===== src/rtl/vga_timing_controller.sv =====
`default_nettype none
// +----------------------------------------------------------------------------+
// | vga_timing_controller: VGA raster timing plus tear-free buffer swap        |
// | Rev 1.0                                                                    |
// +----------------------------------------------------------------------------+
module vga_timing_controller #(
  parameter int H_VISIBLE   = 640,
  parameter int H_FP        = 16,
  parameter int H_SYNC      = 96,
  parameter int H_BP        = 48,
  parameter int V_VISIBLE   = 480,
  parameter int V_FP        = 10,
  parameter int V_SYNC      = 2,
  parameter int V_BP        = 33,
  parameter bit SYNC_ACTIVE = 1'b0
) (
  input  logic       clk_25MHz,
  input  logic       reset,
  input  logic       swap_req,
  output logic       swap_ack,
  output logic       front_buf,
  output logic       hsync,
  output logic       vsync,
  output logic       video_on,
  output logic [9:0] x,
  output logic [9:0] y,
  output logic       frame_start,
  output logic       line_end
);

  localparam logic [15:0] c_H_VIS        = 16'(H_VISIBLE);
  localparam logic [15:0] c_H_SYNC_START = 16'(H_VISIBLE + H_FP);
  localparam logic [15:0] c_H_SYNC_END   = 16'(H_VISIBLE + H_FP + H_SYNC);
  localparam logic [15:0] c_H_LAST       = 16'(H_VISIBLE + H_FP + H_SYNC + H_BP - 1);
  localparam logic [15:0] c_V_VIS        = 16'(V_VISIBLE);
  localparam logic [15:0] c_V_SYNC_START = 16'(V_VISIBLE + V_FP);
  localparam logic [15:0] c_V_SYNC_END   = 16'(V_VISIBLE + V_FP + V_SYNC);
  localparam logic [15:0] c_V_LAST       = 16'(V_VISIBLE + V_FP + V_SYNC + V_BP - 1);

  typedef enum logic [0:0] {
    S_IDLE    = 1'b0,
    S_PENDING = 1'b1
  } swap_state_t;

  logic [15:0] r_h_cnt;
  logic [15:0] r_v_cnt;
  logic        r_swap_ack;
  logic        r_front_buf;
  swap_state_t r_state;
  swap_state_t w_state_next;

  logic w_line_end;
  logic w_v_last;
  logic w_frame_last;
  logic w_req_new;
  logic w_do_swap;
  logic w_h_vis;
  logic w_v_vis;
  logic w_h_sync;
  logic w_v_sync;

  assign w_line_end   = (r_h_cnt == c_H_LAST);
  assign w_v_last     = (r_v_cnt == c_V_LAST);
  assign w_frame_last = w_line_end & w_v_last;

  always_ff @(posedge clk_25MHz) begin
    if (reset) begin
      r_h_cnt <= 16'd0;
      r_v_cnt <= 16'd0;
    end else if (w_line_end) begin
      r_h_cnt <= 16'd0;
      r_v_cnt <= w_v_last ? 16'd0 : r_v_cnt + 16'd1;
    end else begin
      r_h_cnt <= r_h_cnt + 16'd1;
    end
  end

  // The ack cycle masks swap_req so a held request is only re-armed a cycle later.
  assign w_req_new = swap_req & ~r_swap_ack;

  always_ff @(posedge clk_25MHz) begin
    if (reset) begin
      r_state <= S_IDLE;
    end else begin
      r_state <= w_state_next;
    end
  end

  always_comb begin
    w_state_next = r_state;
    w_do_swap    = 1'b0;
    case (r_state)
      S_IDLE: begin
        if (w_req_new) begin
          if (w_frame_last) begin
            w_do_swap = 1'b1;
          end else begin
            w_state_next = S_PENDING;
          end
        end
      end
      S_PENDING: begin
        if (w_frame_last) begin
          w_do_swap    = 1'b1;
          w_state_next = S_IDLE;
        end
      end
      default: w_state_next = S_IDLE;
    endcase
  end

  always_ff @(posedge clk_25MHz) begin
    if (reset) begin
      r_swap_ack  <= 1'b0;
      r_front_buf <= 1'b0;
    end else begin
      r_swap_ack <= w_do_swap;
      if (w_do_swap) begin
        r_front_buf <= ~r_front_buf;
      end
    end
  end

  assign w_h_vis  = (r_h_cnt < c_H_VIS);
  assign w_v_vis  = (r_v_cnt < c_V_VIS);
  assign w_h_sync = (r_h_cnt >= c_H_SYNC_START) && (r_h_cnt < c_H_SYNC_END);
  assign w_v_sync = (r_v_cnt >= c_V_SYNC_START) && (r_v_cnt < c_V_SYNC_END);

  assign hsync       = w_h_sync ? SYNC_ACTIVE : ~SYNC_ACTIVE;
  assign vsync       = w_v_sync ? SYNC_ACTIVE : ~SYNC_ACTIVE;
  assign video_on    = w_h_vis & w_v_vis;
  assign x           = video_on ? r_h_cnt[9:0] : 10'd0;
  assign y           = video_on ? r_v_cnt[9:0] : 10'd0;
  assign line_end    = w_line_end;
  assign frame_start = (r_h_cnt == 16'd0) && (r_v_cnt == 16'd0);
  assign swap_ack    = r_swap_ack;
  assign front_buf   = r_front_buf;

endmodule
`default_nettype wire


===== config.mk =====
export PLATFORM = sky130hd
export DESIGN_NAME = vga_timing_controller
export DESIGN_NICKNAME = d
export VERILOG_FILES = /design/src/rtl/vga_timing_controller.sv
export SDC_FILE = /design/constraint.sdc
export NUM_CORES = 1
export LEC_CHECK = 0
export ABC_AREA = 1
export CAP_MARGIN = 5
export CORE_ASPECT_RATIO = 1.1
export CORE_MARGIN = 1.5
export CORE_UTILIZATION = 25
export DETAILED_ROUTE_END_ITERATION = 12
export MAX_ROUTING_LAYER = met4
export SLEW_MARGIN = 20
export SYNTH_ARGS = -nofsm -noshare
export SYNTH_HDL_FRONTEND = slang
export SYNTH_SLANG_ARGS = --single-unit

===== constraint.sdc =====
create_clock -name clk_25MHz -period 1.86 [get_ports clk_25MHz]
set_clock_uncertainty 0.05 [all_clocks]
set_input_delay 0.558 -clock clk_25MHz [delete_from_list [all_inputs] [get_ports clk_25MHz]]
set_output_delay 0.558 -clock clk_25MHz [all_outputs]
set_load 0.02 [all_outputs]

==> summary.txt <==
Outcome
  – Outcome: finished, violations left
  – Failing checks: negative setup slack

Critical path
  – Register-to-register setup slack: 0.19 ns
  – Buf/Inv on CP: 4
  – Register-to-Register Path Depth: 13
  – Critical path's largest stage delay: 0.33 ns
  – Worst setup SP type: flip-flop
  – Critical Path AT: 1.56 ns
  – Crit Reg-Reg Endpoint: r_v_cnt[8]$_SDFFE_PP0N_
  – Slowest CP cell: dfxtp_2
  – CP cell instances: inv_2 -> nand2_2 -> nor2_4 -> nand3_2 -> inv_2 -> nor2_2 -> nand2_2 -> buf_6 -> nor2_2 -> buf_4
  – RR Startpoint: r_h_cnt[6]$_SDFF_PP0_
  – Delay-heaviest family, CP: simple AND/OR/NAND/NOR gates
  – Instance count on the critical path: 10
  – CP endpoint kind: primary output
  – CP Class: flip-flop to primary output
  – CP Data Required Time: 1.25 ns
  – Crit-path max FO: 7

Global route
  – Vias in the first global route: 2475
  – Global-route wire length before repair: 11.0 mm
  – GRT overflow: 0
  – Largest net degree at the start of global routing: 17
  – Initial antenna violation count: 0
  – Total track usage: 15.1%

Floorplan
  – I/O pin total: 30
  – Die Height: 101 µm
  – Die Footprint: 9320 µm²
  – Die W: 92.2 µm
  – Initial Util: 25.9%
  – FP Rows: 35
  – Core Area: 8450 µm²

Yosys
  – Leading post-synthesis cells by cell area: dfxtp_1 32%, nand2_1 15%, nor2_1 15%
  – Post-synth EDFFs: 0
  – Post-synthesis compound-gate area fraction: 4.92%
  – Synth Cell Area: 2190 µm²
  – Library cells used by synthesis: 27
  – Mapped Avg Cell Area: 6.03 µm²
  – Post-synthesis xor/xnor area fraction: 1.20%
  – Syn Nets: 370
  – Post-Synth Adder-Cell Area: 2.29%
  – Multiplexer share of the synthesized area: 0%
  – Sequential share of the synthesized area: 32.0%
  – Leading area contributor after synthesis: dfxtp_1
  – Asr flop ratio synth: 0%
  – Synth Flop Type: dfxtp_1
  – Yosys warns: 0
  – Flip-flop and latch count after synthesis: 35
  – Cells after Synth: 363
  – Top cell type's share of synthesized area: 32.0%
  – Synth Area in Simple Gates: 48.6%
  – Largest family of logic cells by synthesized area: simple AND/OR/NAND/NOR gates

Hold path
  – Hold Crit Class: flip-flop to flip-flop
  – Worst hold start: r_state$_SDFF_PP0_
  – Hold Path Stages: 2
  – Hold EP: r_state$_SDFF_PP0_

Clocking
  – H-tree depth: 2
  – Clk buf depth: 2
  – Total CTS buffers: 5
  – Clock slew at reported path FFs: 0.07 ns
  – Root Driver: clkbuf_8
  – Total clock sinks: 35
  – Clk Latency, worst-skew pair: 0.29 ns
  – CTS tree: yes

Power and ir drop
  – LEAKAGE: 1.59 nW
  – Max IR drop VDD: 0.230 mV
  – Cell area power density: 431 nW/µm²
  – Power after layout: 0.00149 W

STA
  – Final Critical Period: 2.17 ns
  – Slew Viols, Final: 0
  – Setup ws final: -0.309 ns
  – Period utilisation layout: 117%
  – Final setup viols: 24
  – Unrepaired setup endpoints after global routing: true
  – Fmax: 461 MHz
  – Final hold slack: 0.418 ns
  – Final hold violation count: 0

Route
  – Remaining DRCs: 0
  – WL met2: 3.28 mm
  – DR pass1 iterations: 4
  – Vias: 2577
  – Post-DR vias/cell: 4.43
  – WL met3: 215 µm
  – Routed len/inst: 11.3 µm
  – Routed Antenna Nets: 0
  – Iteration-0 DRC Markers: 97
  – Final wirelength: 6.56 mm
  – WL met1: 2.96 mm
  – Max layer used: met4

Cells and area
  – Final Cell Area: 3460 µm²
  – Ratio of cells with drive above 1 in the final layout: 39.9%
  – Commonest cells after routing, fill and taps aside: 85 x nand2_1, 76 x buf_4, 64 x nor2_1, 36 x inv_1, 23 x buf_6
  – # diodes: 0
  – Final nets: 477
  – Commonest non-fill, non-tap cell in the layout: nand2_1
  – Fin util: 41.0%
  – Area Overhead vs Synth: 58.4%
  – Filler cells: 910

Placement
  – Routability Congestion: 0.944
  – Post-Place Worst Slack: -0.567 ns
  – PortBufs: 28
  – Placed instance area: 3150 µm²
  – DP HPWL: 5.14 mm

Run
  – Max-cap viol count: 0
[cell type report]
cell class	instances	area, µm²	share of cell area, %
Inverter	53	199	5.74
Multi-Input combinational cell	270	1410	40.8
Timing Repair Buffer	105	895	25.8
Sequential cell	35	718	20.7
Tap cell	111	139	4.01
Clock buffer	8	100	2.89
[Yosys cell counts (3+ instances only)]
master	number
nand2_1	90
ha_1	4
o21ai_1	5
nor3b_1	3
inv_2	13
dfxtp_1	35
nand4_1	10
nor3_1	10
xor2_1	3
inv_1	40
nor2_1	86
o21ai_0	3
a21oi_1	12
nand3_1	23
nand2_2	7
[worst min-delay path, delay by kind of cell (launching register included)]
kind / cells / cell delay (ns)
DFF: 1 / 0.31
AOI/OAI and AO/OA: 1 / 0.06
buffers and inverters: 1 / 0.06
[logic make-up after synthesis]
| logic type | Yosys count |
|---|---|
| and+or+nand+nor | 241 |
| buffers and inverters | 58 |
| DFF | 35 |
| AOI/OAI and AO/OA | 21 |
| adders and majority gates | 4 |
| xor gates and xnor gates | 3 |
| other | 1 |
[metal layers]
metal,GRT usage (%),vias to the layer above
li1,-,1340
met1,17.1,1179
met2,27.2,45
met3,2.49,13
met4,4.85,0
met5,-,-
[report_power, final]
| group | total, W | switching (W) | internal [W] |
|---|---|---|---|
| Clock | 0.000637 | 0.000298 | 0.000339 |
| Combinational | 0.0000949 | 0.0000516 | 0.0000433 |
| Sequential | 0.000763 | 0.00000686 | 0.000756 |
| Total | 0.00149 | 0.000356 | 0.00114 |
[through the flow]
step	TNS, ns	instances
after detailed placement	-11.92	573
final	-6.45	582
after global placement	-11.94	573
after global routing	-8.80	582
after floorplan	-0.953	363
after CTS	-6.67	581
[what timing repair did]
item,in CTS,in global routing
setup buffers,1,2
setup endpoints to repair,24,37
hold buffers,0,0
gates cloned,0,0
pin swaps,11,6
gates resized for setup,192,17
[flip-flops by register name, summed over array words and instances (netlist names)]
| register | cells |
|---|---|
| r_v_cnt | 16 |
| r_h_cnt | 16 |
| swap_ack | 1 |
| r_state | 1 |
| front_buf | 1 |
[worst max-delay path by stage]
stage,from,endpoint
CTS,r_h_cnt[12]$_SDFF_PP0_,x[8]
finish,r_h_cnt[15]$_SDFF_PP0_,x[4]
global placement,r_v_cnt[9]$_SDFFE_PP0N_,y[0]
detailed placement,r_v_cnt[9]$_SDFFE_PP0N_,y[0]
floorplan,r_v_cnt[9]$_SDFFE_PP0N_,y[0]
global route,r_h_cnt[15]$_SDFF_PP0_,x[4]
Power figures use the tool's default switching activity.
==> edit, RTL diff (same flow settings) <==
Add an input register stage for `swap_req`, without a reset; this delays it by one clock. Comments in the files are not updated.
--- a/src/rtl/vga_timing_controller.sv
+++ b/src/rtl/vga_timing_controller.sv
@@ -42,6 +42,12 @@
     S_PENDING = 1'b1
   } swap_state_t;
 
+  logic swap_req_q;
+
+  always_ff @(posedge clk_25MHz) begin
+    swap_req_q <= swap_req;
+  end
+
   logic [15:0] r_h_cnt;
   logic [15:0] r_v_cnt;
   logic        r_swap_ack;
@@ -76,7 +82,7 @@
   end
 
   // The ack cycle masks swap_req so a held request is only re-armed a cycle later.
-  assign w_req_new = swap_req & ~r_swap_ack;
+  assign w_req_new = swap_req_q & ~r_swap_ack;
 
   always_ff @(posedge clk_25MHz) begin
     if (reset) begin
Check against the original RTL: same outputs for any inputs over 10 cycles, from zero or initial values and one cycle with reset high; that may be too few to reach the edited logic, so the function may still have changed.
==> edit against the original RTL <==
  * The run still ends with negative setup slack left
  * Maximum frequency decreased by 3.4%
  * Synthesized area increased by 0.92%
  * Total power decreased by 1.0%
  * Sequential cell count increased by 1
  * Final area increased by 3.3%
  * Sequential share of layout area about the same
  * Setup slack got worse by 0.077 ns
  * Routed wire length increased by 1.4%
  * Clock power decreased by 6.9%
  * Core utilization increased by 1.1 points
  * Critical path type unchanged
==> edit: results (changes against the original RTL) <==
final worst slack=-0.386 ns (was -0.309 ns); Iteration-0 DRC Markers=101 (was 97); Netlist cell types=27 (unchanged); Worst R2R Start=r_v_cnt[8] (was r_h_cnt[6]); largest net degree at the start of global routing=17 (unchanged); violated checks=negative setup slack (unchanged); worst reg2reg path depth=12 (was 13); sequential area share after synthesis=32.7% (was 32.0%); gp weighted congestion=0.891 (was 0.944); initial antenna violation count=0 (unchanged); Fillers=877 (was 910); # H-tree levels=2 (unchanged); first-pass GRT wire length=11400 um (was 11000 um); LEAKAGE=1.64 nW (was 1.59 nW); Final Setup Violations=24 (unchanged); DP HPWL=5150 um (was 5140 um); CP startpoint=r_v_cnt[12] (was r_h_cnt[15]); layout cells sized above 1=40.0% (was 39.9%); WL/cell=11.3 um (about the same); Post-synth top cells=nand2_1 (90), nor2_1 (86), inv_1 (40) (unchanged); Max IR drop VDD=0.230 mV (about the same); gr usage total=15.8% (was 15.1%); Diodes inserted=0 (unchanged); Die ar.=9400 sq um (was 9320 sq um); top fanout value on the critical path=7 (unchanged); ys flop type=dfxtp_1 (unchanged); synth top area cells=dfxtp_1 (33%), nand2_1 (15%), nor2_1 (15%), inv_1 (6.8%), nand3_1 (5.2%) (was dfxtp_1 (32%), nand2_1 (15%), nor2_1 (15%), inv_1 (6.9%), nand3_1 (5.3%)); crit path DAT=1.64 ns (was 1.56 ns); drt first pass iters=4 (unchanged); DR vias=2593 (was 2577); maxcap violations=0 (unchanged); placed cell area=3180 sq um (was 3150 sq um); run status=finished, violations left (unchanged); Syn. warnings=0 (unchanged); fin nets=483 (was 477); largest registers=r_h_cnt (16), r_v_cnt (16) (unchanged); Pint=1.13 mW (was 1.14 mW); syn nets=371 (was 370)
edit: area by class of cell:
| type | count | area [sq um] | area share (%) |
|---|---|---|---|
| Inverter | 53 | 199 | 5.56 |
| Sequential cell | 36 | 741 | 20.7 |
| Timing Repair Buffer | 110 | 948 | 26.5 |
| Tap cell | 111 | 139 | 3.88 |
| Clock buffer | 8 | 90.1 | 2.52 |
| Multi-Input combinational cell | 270 | 1460 | 40.8 |
edit: worst max-delay path, stage by stage, from the launching register on:
cell	delay, ns
dfxtp_2	0.33
nor2_2	0.13
nand2_1	0.08
inv_2	0.06
nand3b_1	0.09
nor2_1	0.14
nand2_2	0.12
buf_8	0.17
nor2_1	0.09
buf_4	0.14
edit: worst paths after layout:
check / to / slack, ns
setup reg to reg: r_v_cnt[9] / 0.21
setup / recovery: x[7] / -0.39
hold / removal: r_state / 0.41
hold reg to reg: r_state / 0.41
edit: timing repair:
item | in CTS | in global routing
endpoints found under the setup margin | 24 | 27
setup buffers | 3 | 3
pin swaps | 9 | 8
cloned | 0 | 0
resized for setup | 179 | 39
edit: layer usage:
| metal | vias up | share of wire, % | GRT usage [%] |
|---|---|---|---|
| li1 | 1357 | - | - |
| met1 | 1170 | 44 | 17.7 |
| met2 | 56 | 50 | 28.6 |
| met3 | 10 | 4.2 | 2.78 |
| met4 | 0 | 1.4 | 4.73 |
| met5 | - | 0 | - |
edit: logic make-up (layout without fill, tap and decap cells):
group / Yosys count / after routing / share of synthesized area, %
XOR/XNOR: 3 / 3 / 1.19
other: 1 / 1 / 0.170
flip-flops: 36 / 36 / 32.7
adder cells (fa/ha/maj): 4 / 4 / 2.27
AND/OR/NAND/NOR: 241 / 241 / 48.2
buffers and inverters: 58 / 171 / 10.7
AO/OA/AOI/OAI: 21 / 21 / 4.88
edit: power groups by stage:
stage / Clock, mW / Sequential (mW) / Combinational [mW]
global route: 0.647 / 0.787 / 0.111
floorplan: 0 / 0.801 / 0.0526
finish: 0.593 / 0.786 / 0.100
global placement: 0 / 0.801 / 0.0949
CTS: 0.612 / 0.786 / 0.0966
detailed placement: 0 / 0.801 / 0.0951
edit: metrics by stage:
step | worst slack, ns | cells | setup TNS [ns]
3_3_place_gp | -0.504 | 574 | -11.21
6_report | -0.386 | 588 | -8.00
5_1_grt | -0.488 | 588 | -10.31
2_1_floorplan | -0.0502 | 364 | -0.953
4_1_cts | -0.381 | 585 | -7.89
3_5_place_dp | -0.573 | 574 | -12.00
